### src/rtl/mem_io_pkg.sv
// mem_io_pkg: I/O window decode constants and the read-data source select type.
package mem_io_pkg;
  localparam logic [1:0] IO_SEL      = 2'b11;
  localparam logic [2:0] IO_OFS_UART = 3'd0;
  localparam logic [2:0] IO_OFS_CLK  = 3'd4;
  typedef enum logic {SEL_RAM, SEL_IO} rd_sel_t;
endpackage

### src/rtl/tx_fifo.sv
// tx_fifo: byte FIFO for the UART TX path; a push alongside a pop is accepted even when full.
module tx_fifo #(
  parameter int DEPTH = 8
) (
  input  logic                     clk_in,
  input  logic                     rst_in,
  input  logic                     push,
  input  logic [7:0]               din,
  input  logic                     pop,
  output logic [7:0]               dout,
  output logic [$clog2(DEPTH):0]   count
);
  localparam int AW = $clog2(DEPTH);
  localparam int CW = AW + 1;
  localparam logic [CW-1:0] FULL = CW'(DEPTH);
  logic [7:0] mem [DEPTH];
  logic [AW-1:0] rd_ptr, wr_ptr;
  logic do_push, do_pop;
  assign do_pop  = pop & (count != '0);
  assign do_push = push & ((count != FULL) | do_pop);
  assign dout    = (count != '0) ? mem[rd_ptr] : 8'h00;
  always_ff @(posedge clk_in)
    if (do_push) mem[wr_ptr] <= din;
  always_ff @(posedge clk_in or negedge rst_in)
    if (!rst_in) begin
      rd_ptr <= '0;
      wr_ptr <= '0;
      count  <= '0;
    end else begin
      if (do_push) wr_ptr <= wr_ptr + AW'(1);
      if (do_pop) rd_ptr <= rd_ptr + AW'(1);
      count <= count + CW'(do_push) - CW'(do_pop);
    end
endmodule

### src/rtl/mem_io_ctrl.sv
// mem_io_ctrl: decodes CPU byte accesses to RAM or the 0x30000 I/O window
// (UART TX/RX, cycle counter snapshot, stop flag); all reads return one cycle later.
module mem_io_ctrl
  import mem_io_pkg::*;
#(
  parameter int RAM_AW   = 17,
  parameter int TX_DEPTH = 8
) (
  input  logic              clk_in,
  input  logic              rst_in,
  input  logic              rdy_in,
  input  logic [31:0]       cpu_a,
  input  logic [7:0]        cpu_dout,
  input  logic              cpu_wr,
  output logic [7:0]        cpu_din,
  output logic              io_buffer_full,
  output logic              ram_en,
  output logic              ram_wr,
  output logic [RAM_AW-1:0] ram_a,
  output logic [7:0]        ram_dout,
  input  logic [7:0]        ram_din,
  output logic              tx_valid,
  output logic [7:0]        tx_data,
  input  logic              tx_ready,
  input  logic              rx_valid,
  input  logic [7:0]        rx_data,
  output logic              rx_pop,
  output logic              program_finished
);
  localparam int CW = $clog2(TX_DEPTH) + 1;
  logic is_io, io_wr, io_rd, push, unused_a;
  logic [2:0] ofs;
  logic [7:0] io_next, io_rdata, push_data;
  logic [31:0] cnt, snap;
  logic [CW-1:0] tx_count;
  rd_sel_t sel;
  assign is_io     = cpu_a[17:16] == IO_SEL;
  assign ofs       = cpu_a[2:0];
  assign unused_a  = ^cpu_a[31:18];
  assign ram_en    = rdy_in & ~is_io;
  assign ram_wr    = ram_en & cpu_wr;
  assign ram_a     = cpu_a[RAM_AW-1:0];
  assign ram_dout  = cpu_dout;
  assign io_wr     = rdy_in & is_io & cpu_wr;
  assign io_rd     = rdy_in & is_io & ~cpu_wr;
  assign rx_pop    = io_rd & (ofs == IO_OFS_UART) & rx_valid;
  assign push      = io_wr & ((ofs == IO_OFS_CLK) | ((ofs == IO_OFS_UART) & (cpu_dout != 8'h00)));
  assign push_data = (ofs == IO_OFS_CLK) ? 8'h00 : cpu_dout;
  // offset 4 reads the live counter while it is being snapshotted; 5..7 read the snapshot
  assign io_next   = (ofs == IO_OFS_UART) ? (rx_valid ? rx_data : 8'h00) :
                     (ofs == IO_OFS_CLK)  ? cnt[7:0] :
                     ofs[2]               ? snap[{ofs[1:0], 3'b000} +: 8] : 8'h00;
  assign cpu_din        = (sel == SEL_RAM) ? ram_din : io_rdata;
  assign tx_valid       = tx_count != '0;
  assign io_buffer_full = tx_count >= CW'(TX_DEPTH - 1);
  always_ff @(posedge clk_in or negedge rst_in)
    if (!rst_in) begin
      cnt              <= '0;
      snap             <= '0;
      sel              <= SEL_RAM;
      io_rdata         <= '0;
      program_finished <= 1'b0;
    end else if (rdy_in) begin
      cnt <= cnt + 32'd1;
      if (!cpu_wr) begin
        sel      <= is_io ? SEL_IO : SEL_RAM;
        io_rdata <= io_next;
      end
      if (io_rd && ofs == IO_OFS_CLK) snap <= cnt;
      if (io_wr && ofs == IO_OFS_CLK) program_finished <= 1'b1;
    end
  tx_fifo #(.DEPTH(TX_DEPTH)) u_tx_fifo (
    .clk_in (clk_in),
    .rst_in (rst_in),
    .push   (push),
    .din    (push_data),
    .pop    (tx_ready),
    .dout   (tx_data),
    .count  (tx_count)
  );
endmodule
### config.mk
export PLATFORM = sky130hd
export DESIGN_NAME = mem_io_ctrl
export DESIGN_NICKNAME = d
export VERILOG_FILES = /design/src/rtl/mem_io_pkg.sv /design/src/rtl/tx_fifo.sv /design/src/rtl/mem_io_ctrl.sv
export SDC_FILE = /design/constraint.sdc
export NUM_CORES = 1
export LEC_CHECK = 0
export ABC_AREA = 1
export CAP_MARGIN = 10
export CORE_ASPECT_RATIO = 0.8
export CORE_UTILIZATION = 45
export CTS_BUF_LIST = sky130_fd_sc_hd__clkbuf_8 sky130_fd_sc_hd__clkbuf_16
export DETAILED_ROUTE_END_ITERATION = 16
export GPL_TIMING_DRIVEN = 0
export PLACE_DENSITY = 0.68
export SLEW_MARGIN = 20
export SYNTH_ARGS = -nofsm -noshare
export SYNTH_HDL_FRONTEND = slang
export SYNTH_HIERARCHICAL = 1
export SYNTH_SLANG_ARGS = --single-unit
### constraint.sdc
create_clock -name clk_in -period 5.35 [get_ports clk_in]
set_clock_uncertainty 0.05 [all_clocks]
set_input_delay 0.535 -clock clk_in [delete_from_list [all_inputs] [get_ports clk_in]]
set_output_delay 0.535 -clock clk_in [all_outputs]
set_load 0.05 [all_outputs]
==> results_dict.tcl, run 1 <==
set metrics [dict create \
    clock_sinks 140 \
    hpwl_mm 12.59 \
    setup_tns_ns 0 \
    syn_to_final_growth_pct 22.53 \
    synth_flop_cell "dfrtp_1" \
    antenna_found_initial 0 \
    synth_top_family_by_area "simple AND/OR/NAND/NOR gates" \
    post-cts-setup-buffers 0 \
    cts_resized 0 \
    synth_area_per_cell_sq_um 8.488 \
    use_met2_pct 32.92 \
    nFillCells 1420 \
    viasPerCell 4.848 \
    drt_iter0_drc 358 \
    nNetsFinal 1035 \
    crit_fanout 10 \
    rsz0062_at_grt "false" \
    clock_path_buffers 2 \
    avgRoutedWirePerCell_um 14.37 \
    post_dp_cell_area_sq_um 8427 \
    grt_use_total_pct 22.01 \
    io-pin-count 109 \
    met1_usage_pct 31.90 \
    syn_inst 865 \
    hp-class "input port to async pin" \
    utilization_pct 56.75 \
    synth-async-reset-ratio_pct 54.29 \
    portBuffers 79 \
    htreeDepth 4 \
    ctsHoldBuffers 0 \
    gr-total-overflow 0 \
    peakVddDrop_uv 211.6 \
    dp.cells 1160 \
    grt_pass1_wl_mm 27.43 \
    synth_cell_types 39 \
    p_leak_nw 4.243 \
    synth_largest_area_cell "edfxtp_1" \
    setup_viol 0 \
    fin_cells 1192 \
    ys_seq_area_share_pct 52.08 \
    startpoint "cpu_a[0]" \
    start_util_pct 46.32 \
    cp.required_ns 5.34 \
    yosysWarnings 6 \
    tightest_slew_ns 1.055 \
    num_vias 5779 \
    ys_seq_elements 140 \
    drv_cap 0 \
    period_share_pct 63.39 \
    syn_nets 936 \
    synth_top_cell_area_share_pct 26.18 \
    antenna_cells 0 \
    fin_crit_ns 3.392 \
    yosys.area_share.simple_pct 26.52 \
    drc_errors 0 \
    drv_slew 0 \
    arrival_ns 3.38 \
    dieArea_sq_um 16830 \
    place_congestion 0.8838 \
    cts_made_buffers 17 \
    synth_fa_ha_area_share_pct 1.636 \
    whs_ns 0.0001533 \
    grtUsageMet3_pct 4.879 \
    fin_area_sq_um 8996 \
    synthTopCellsByArea "edfxtp_1, dfrtp_1, nand2_1" \
    synth_xor_area_share_pct 2.982 \
    synth_mux_area_share_pct 0 \
    clockRootBuffer "clkbuf_16" \
    drive_above_1_share_pct 11.36 \
    worst_skew_pair.late_latency_ns 0.42 \
    top_usage_layer "met2" \
    fmax_ghz 0.2948 \
    reg2reg_from "u_tx_fifo/count[2]$_DFF_PN0_" \
    wirelength_mm 17.13 \
    num_rows 41 \
    synth-compound-area-share_pct 4.124 \
    netlist_area_sq_um 7342 \
    ant_nets 0 \
    status "finished, final reports clean" \
    synth_edf_count 64 \
    die_h_um 116.2 \
    hold_viol_final 0 \
    critPathLaunchType "input port" \
    clk_pin_slew_ns 0.06 \
    endpoint_kind "flip-flop" \
    die_x_um 144.8 \
    grt_pass1_vias 5414 \
    p_per_area_nw_per_um2 430.5 \
    tritoncts "built" \
    grt_max_degree 48 \
    crit_type "input port to flip-flop" \
    fp.coreArea_sq_um 15850 \
    slew_headroom_pct 29.34 \
    dr.pass1.iters 5 \
]
==> final timing paths <==
| path | endpoint | slack [ns] | cells after the start |
|---|---|---|---|
| setup / recovery | u_tx_fifo/mem[1][5]$_DFFE_PP_ | 1.96 | 7 |
| hold / removal | cnt[28]$_DFFE_PN0P_ | 0.0002 | 1 |
| setup reg to reg | u_tx_fifo/mem[1][5]$_DFFE_PP_ | 3.04 | 7 |
| hold reg to reg | program_finished$_DFFE_PN0P_ | 0.42 | 1 |
| max in group asynchronous | io_rdata[7]$_DFFE_PN0P_ | 4.66 | 2 |
| min in group clk_in | cnt[0]$_DFFE_PN0P_ | 0.32 | 2 |
==> cell usage in the layout (no fill, tap or decap), types with 3 or more instances in the layout <==
| master | instances |
|---|---|
| nand2_4 | 5 |
| xnor2_1 | 3 |
| nor3_1 | 8 |
| clkbuf_16 | 17 |
| nand2_1 | 235 |
| clkinv_2 | 4 |
| clkinv_1 | 3 |
| buf_6 | 7 |
| nand3_1 | 76 |
| nand4_1 | 14 |
| clkdlybuf4s50_1 | 78 |
| xor2_1 | 22 |
| nor2_2 | 10 |
| a21oi_2 | 3 |
| o21ai_0 | 18 |
| dfrtp_1 | 76 |
| inv_1 | 144 |
| ha_1 | 8 |
| clkinvlp_4 | 3 |
| edfxtp_1 | 64 |
| buf_4 | 31 |
| inv_2 | 4 |
| o21ai_1 | 21 |
| nor2_1 | 76 |
| a31oi_1 | 9 |
| buf_2 | 11 |
==> per-stage QoR <==
stage / power (mW) / setup WS (ns)
2_1_floorplan: 2.328 / 2.533
3_3_place_gp: 2.733 / 0.8568
3_5_place_dp: 2.756 / 1.531
4_1_cts: 3.896 / 1.978
5_1_grt: 4.084 / 1.771
6_report: 3.872 / 1.958
==> flip-flops by register name (all words and copies together) (netlist names) <==
| register | count |
|---|---|
| u_tx_fifo/rd_ptr | 3 |
| sel | 1 |
| u_tx_fifo/wr_ptr | 3 |
| u_tx_fifo/count | 4 |
| program_finished | 1 |
| cnt | 32 |
| u_tx_fifo/mem | 64 |
| snap | 24 |
| io_rdata | 8 |
==> cell usage after synthesis (4+ instances only) <==
library cell / count
inv_1: 142
nor2_1: 76
inv_2: 4
nand2_1: 235
nand4_1: 14
buf_2: 11
o21ai_1: 21
buf_4: 30
nand3_1: 76
nand2_4: 5
nor2_2: 10
a31oi_1: 9
dfrtp_1: 76
buf_6: 7
nor3_1: 8
xor2_1: 22
ha_1: 8
o21ai_0: 18
edfxtp_1: 64
==> cell families after synthesis <==
family	count (synthesis)
simple gates	437
flops	140
xor+xnor	25
buf+inv	199
compound gates	55
fa+ha+maj	9
==> critical path, stage by stage <==
cell	delay (ns)
clkdlybuf4s50_1	0.55
inv_2	0.24
buf_2	0.25
nand3_1	0.11
a31oi_1	0.79
nand2_4	0.15
nor2_1	0.74
==> power by group <==
part	total (mW)	internal [mW]	switching, mW
logic	1.41	0.492	0.917
clock network	1.13	0.689	0.440
registers	1.33	1.23	0.0994
==> layer usage <==
metal | vias up | share of wire [%]
li1 | 2899 | -
met5 | - | 0
met1 | 2676 | 50
met4 | 0 | 1.3
met2 | 185 | 42
met3 | 19 | 6.8
==> area by class of cell <==
| class | count | area (sq um) | share of cell area (%) |
|---|---|---|---|
| Timing Repair Buffer | 80 | 815.8 | 9.068 |
| Buffer | 50 | 366.6 | 4.075 |
| Clock buffer | 18 | 439.2 | 4.882 |
| Tap cell | 215 | 269.0 | 2.990 |
| Inverter | 149 | 563.0 | 6.259 |
| Clock inverter | 14 | 130.1 | 1.446 |
| Multi-Input combinational cell | 526 | 2589 | 28.78 |
| Sequential cell | 140 | 3824 | 42.50 |
Power figures use the tool's default switching activity.
==> run 2: changes to the inputs <==
- PLACE_DENSITY: 0.68 -> 0.71
- clock period: 5.35 -> 2.8 ns (I/O delays scaled with it)
==> results_dict.tcl, run 2 (synthesis results as in run 1) <==
set metrics [dict create \
    status "finished, final reports clean" \
    hp-class "input port to flip-flop" \
    period_share_pct 94.16 \
    critPathLaunchType "input port" \
    drv_slew 0 \
    die_h_um 116.2 \
    post_dp_cell_area_sq_um 8419 \
    final_common_cell "nand2_1" \
    antenna_cells 0 \
    p_per_area_nw_per_um2 832.0 \
    cp_slowest_stage_delay_ns 0.73 \
    num_rows 41 \
    tritoncts "built" \
    grt_use_total_pct 21.53 \
    portBuffers 79 \
    cts_made_buffers 17 \
    slowest_stage "nor4_1" \
    internal_power_mw 4.711 \
    wirelength_mm 17.11 \
    multiInputGateArea_sq_um 2611 \
    worstHoldStart "rdy_in" \
    cp.required_ns 3.04 \
    regMostFlops "u_tx_fifo/mem" \
    avgRoutedWirePerCell_um 14.33 \
    drive_above_1_share_pct 11.95 \
    fmax_ghz 0.3793 \
    mostFrequentLayoutCells "nand2_1, inv_1, nand3_1, dfrtp_1, nor2_1" \
    dieArea_sq_um 16830 \
    clock_path_buffers 2 \
    drt_iter0_drc 556 \
    gr-total-overflow 0 \
    start_util_pct 46.32 \
    syn_to_final_growth_pct 23.55 \
    num_vias 5821 \
    io-pin-count 109 \
    setup_tns_ns 0 \
    p_sw_share_pct 37.58 \
    grt_max_degree 40 \
    grt_pass1_vias 5333 \
    fp.coreArea_sq_um 15850 \
    endpoint_kind "flip-flop" \
    fin_area_sq_um 9071 \
    place_congestion 0.8619 \
    rsz0062_at_grt "false" \
    crit_type "input port to flip-flop" \
    tightest_slew_ns 0.7875 \
    crit_fanout 5 \
    die_x_um 144.8 \
    hold_viol_final 0 \
    crit_path_cell_trace "clkdlybuf4s50_1 > nor4_1 > a31oi_4 > or2_1 > nand2_1 > ha_1 > fa_1" \
    reg2reg_from "u_tx_fifo/count[2]$_DFF_PN0_" \
    antenna_found_initial 0 \
    nNetsFinal 1037 \
    r2r-end "u_tx_fifo/mem[3][7]$_DFFE_PP_" \
    dr.pass1.iters 7 \
    largestRegisters "u_tx_fifo/mem (64), cnt (32), snap (24)" \
    arrival_ns 2.88 \
    clkPwrFrac_pct 31.3 \
    fin_crit_ns 2.637 \
    drc_errors 0 \
    slew_headroom_pct 47.31 \
    clock_sinks 140 \
    grt_pass1_wl_mm 26.95 \
    clockRootBuffer "clkbuf_16" \
    clk_pin_slew_ns 0.06 \
    ant_nets 0 \
    worst_skew_pair.late_latency_ns 0.42 \
    path_delay_family "simple AND/OR/NAND/NOR gates" \
    min_path_cells 2 \
    rrSetupSlack_ns 0.64 \
    pwr-share-seq_pct 33.8 \
    peakVddDrop_uv 460.2 \
    rr_worst_depth 7 \
    hpwl_mm 12.38 \
    p_leak_nw 4.280 \
    viasPerCell 4.875 \
    hold_path_end "cnt[0]$_DFFE_PN0P_" \
    nFillCells 1399 \
    seq_area_sq_um 3824 \
    p_sw_mw 2.836 \
    htreeDepth 4 \
    combPwrFrac_pct 34.9 \
    critPathBufInv 1 \
    drv_cap 0 \
    setup_viol 0 \
    largest_reg_flops 64 \
]
[run 2: cell types whose count changed in the layout (fill, tap and decap cells not counted), moves of 2 or more]
cell | previous run | this run
bufinv_16 | 2 | 4
clkdlybuf4s50_1 | 78 | 70
dlygate4sd2_1 | 0 | 8
inv_1 | 144 | 142
inv_6 | 0 | 2
[run 2: worst max path at each step]
stage	end	cells past startpoint	startpoint
floorplan	u_tx_fifo/count[2]$_DFF_PN0_	10	rdy_in
global placement	sel$_DFFE_PN0P_	1	rst_in
detailed placement	u_tx_fifo/mem[1][6]$_DFFE_PP_	7	cpu_wr
CTS	u_tx_fifo/count[2]$_DFF_PN0_	10	cpu_wr
global route	u_tx_fifo/count[1]$_DFF_PN0_	7	cpu_dout[2]
finish	u_tx_fifo/count[1]$_DFF_PN0_	7	cpu_dout[2]
[run 2: area by class of cell]
type / count / share of cell area (%)
well taps: 215 / 2.966
repair buffers: 82 / 8.993
flip-flops and latches: 140 / 42.15
inverters: 149 / 6.207
plain buffers: 50 / 4.041
clock buffers: 17 / 4.690
multi-input cells: 526 / 28.79
clock inverters: 15 / 2.166
[run 2: what timing repair did]
| action | 4_1_cts | 5_1_grt |
|---|---|---|
| resized for setup | 11 | 1 |
| setup buffers | 0 | 1 |
| hold buffers | 1 | 0 |
| hold endpoints to repair | 38 | 0 |
| setup endpoints to repair | 75 | 26 |
[run 2: per-stage QoR]
step           total power [mW]  cells  util [%]  hold slack, ns  setup WS, ns
6_report                  7.548   1194     57.23         0.06933        0.1634
5_1_grt                   7.926   1194     57.23         0.06845      0.004454
4_1_cts                   7.564   1193     57.15         0.05691       0.01433
3_5_place_dp              5.271   1160     53.11          0.2436       -0.7833
3_3_place_gp              5.210   1159     53.00          0.3937        -1.389
2_1_floorplan             4.449    865         -        -0.06559        0.2383
[run 2: worst register-to-register path, delay by kind of cell (launching register included)]
kind | cells | cell delay [ns]
adder cells (fa/ha/maj) | 1 | 0.24
buffers and inverters | 1 | 0.08
flip-flops | 1 | 0.34
AND/OR/NAND/NOR | 5 | 1.10
[run 2: power groups by stage]
| stage | Clock, mW | Combinational, mW | Sequential, mW |
|---|---|---|---|
| after floorplan | 0 | 1.91 | 2.54 |
| after CTS | 2.38 | 2.63 | 2.55 |
| after detailed placement | 0 | 2.69 | 2.58 |
| after global placement | 0 | 2.63 | 2.58 |
| after global routing | 2.47 | 2.88 | 2.58 |
| final | 2.36 | 2.63 | 2.55 |
[run 2: metal layers]
layer / global-route usage, % / vias up / routed length [um]
met2: 31.73 / 203 / 7220
met1: 31.22 / 2705 / 8560
met4: 6.667 / 0 / 182
li1: - / 2898 / -
met3: 5.248 / 15 / 1149
met5: 0 / - / 0
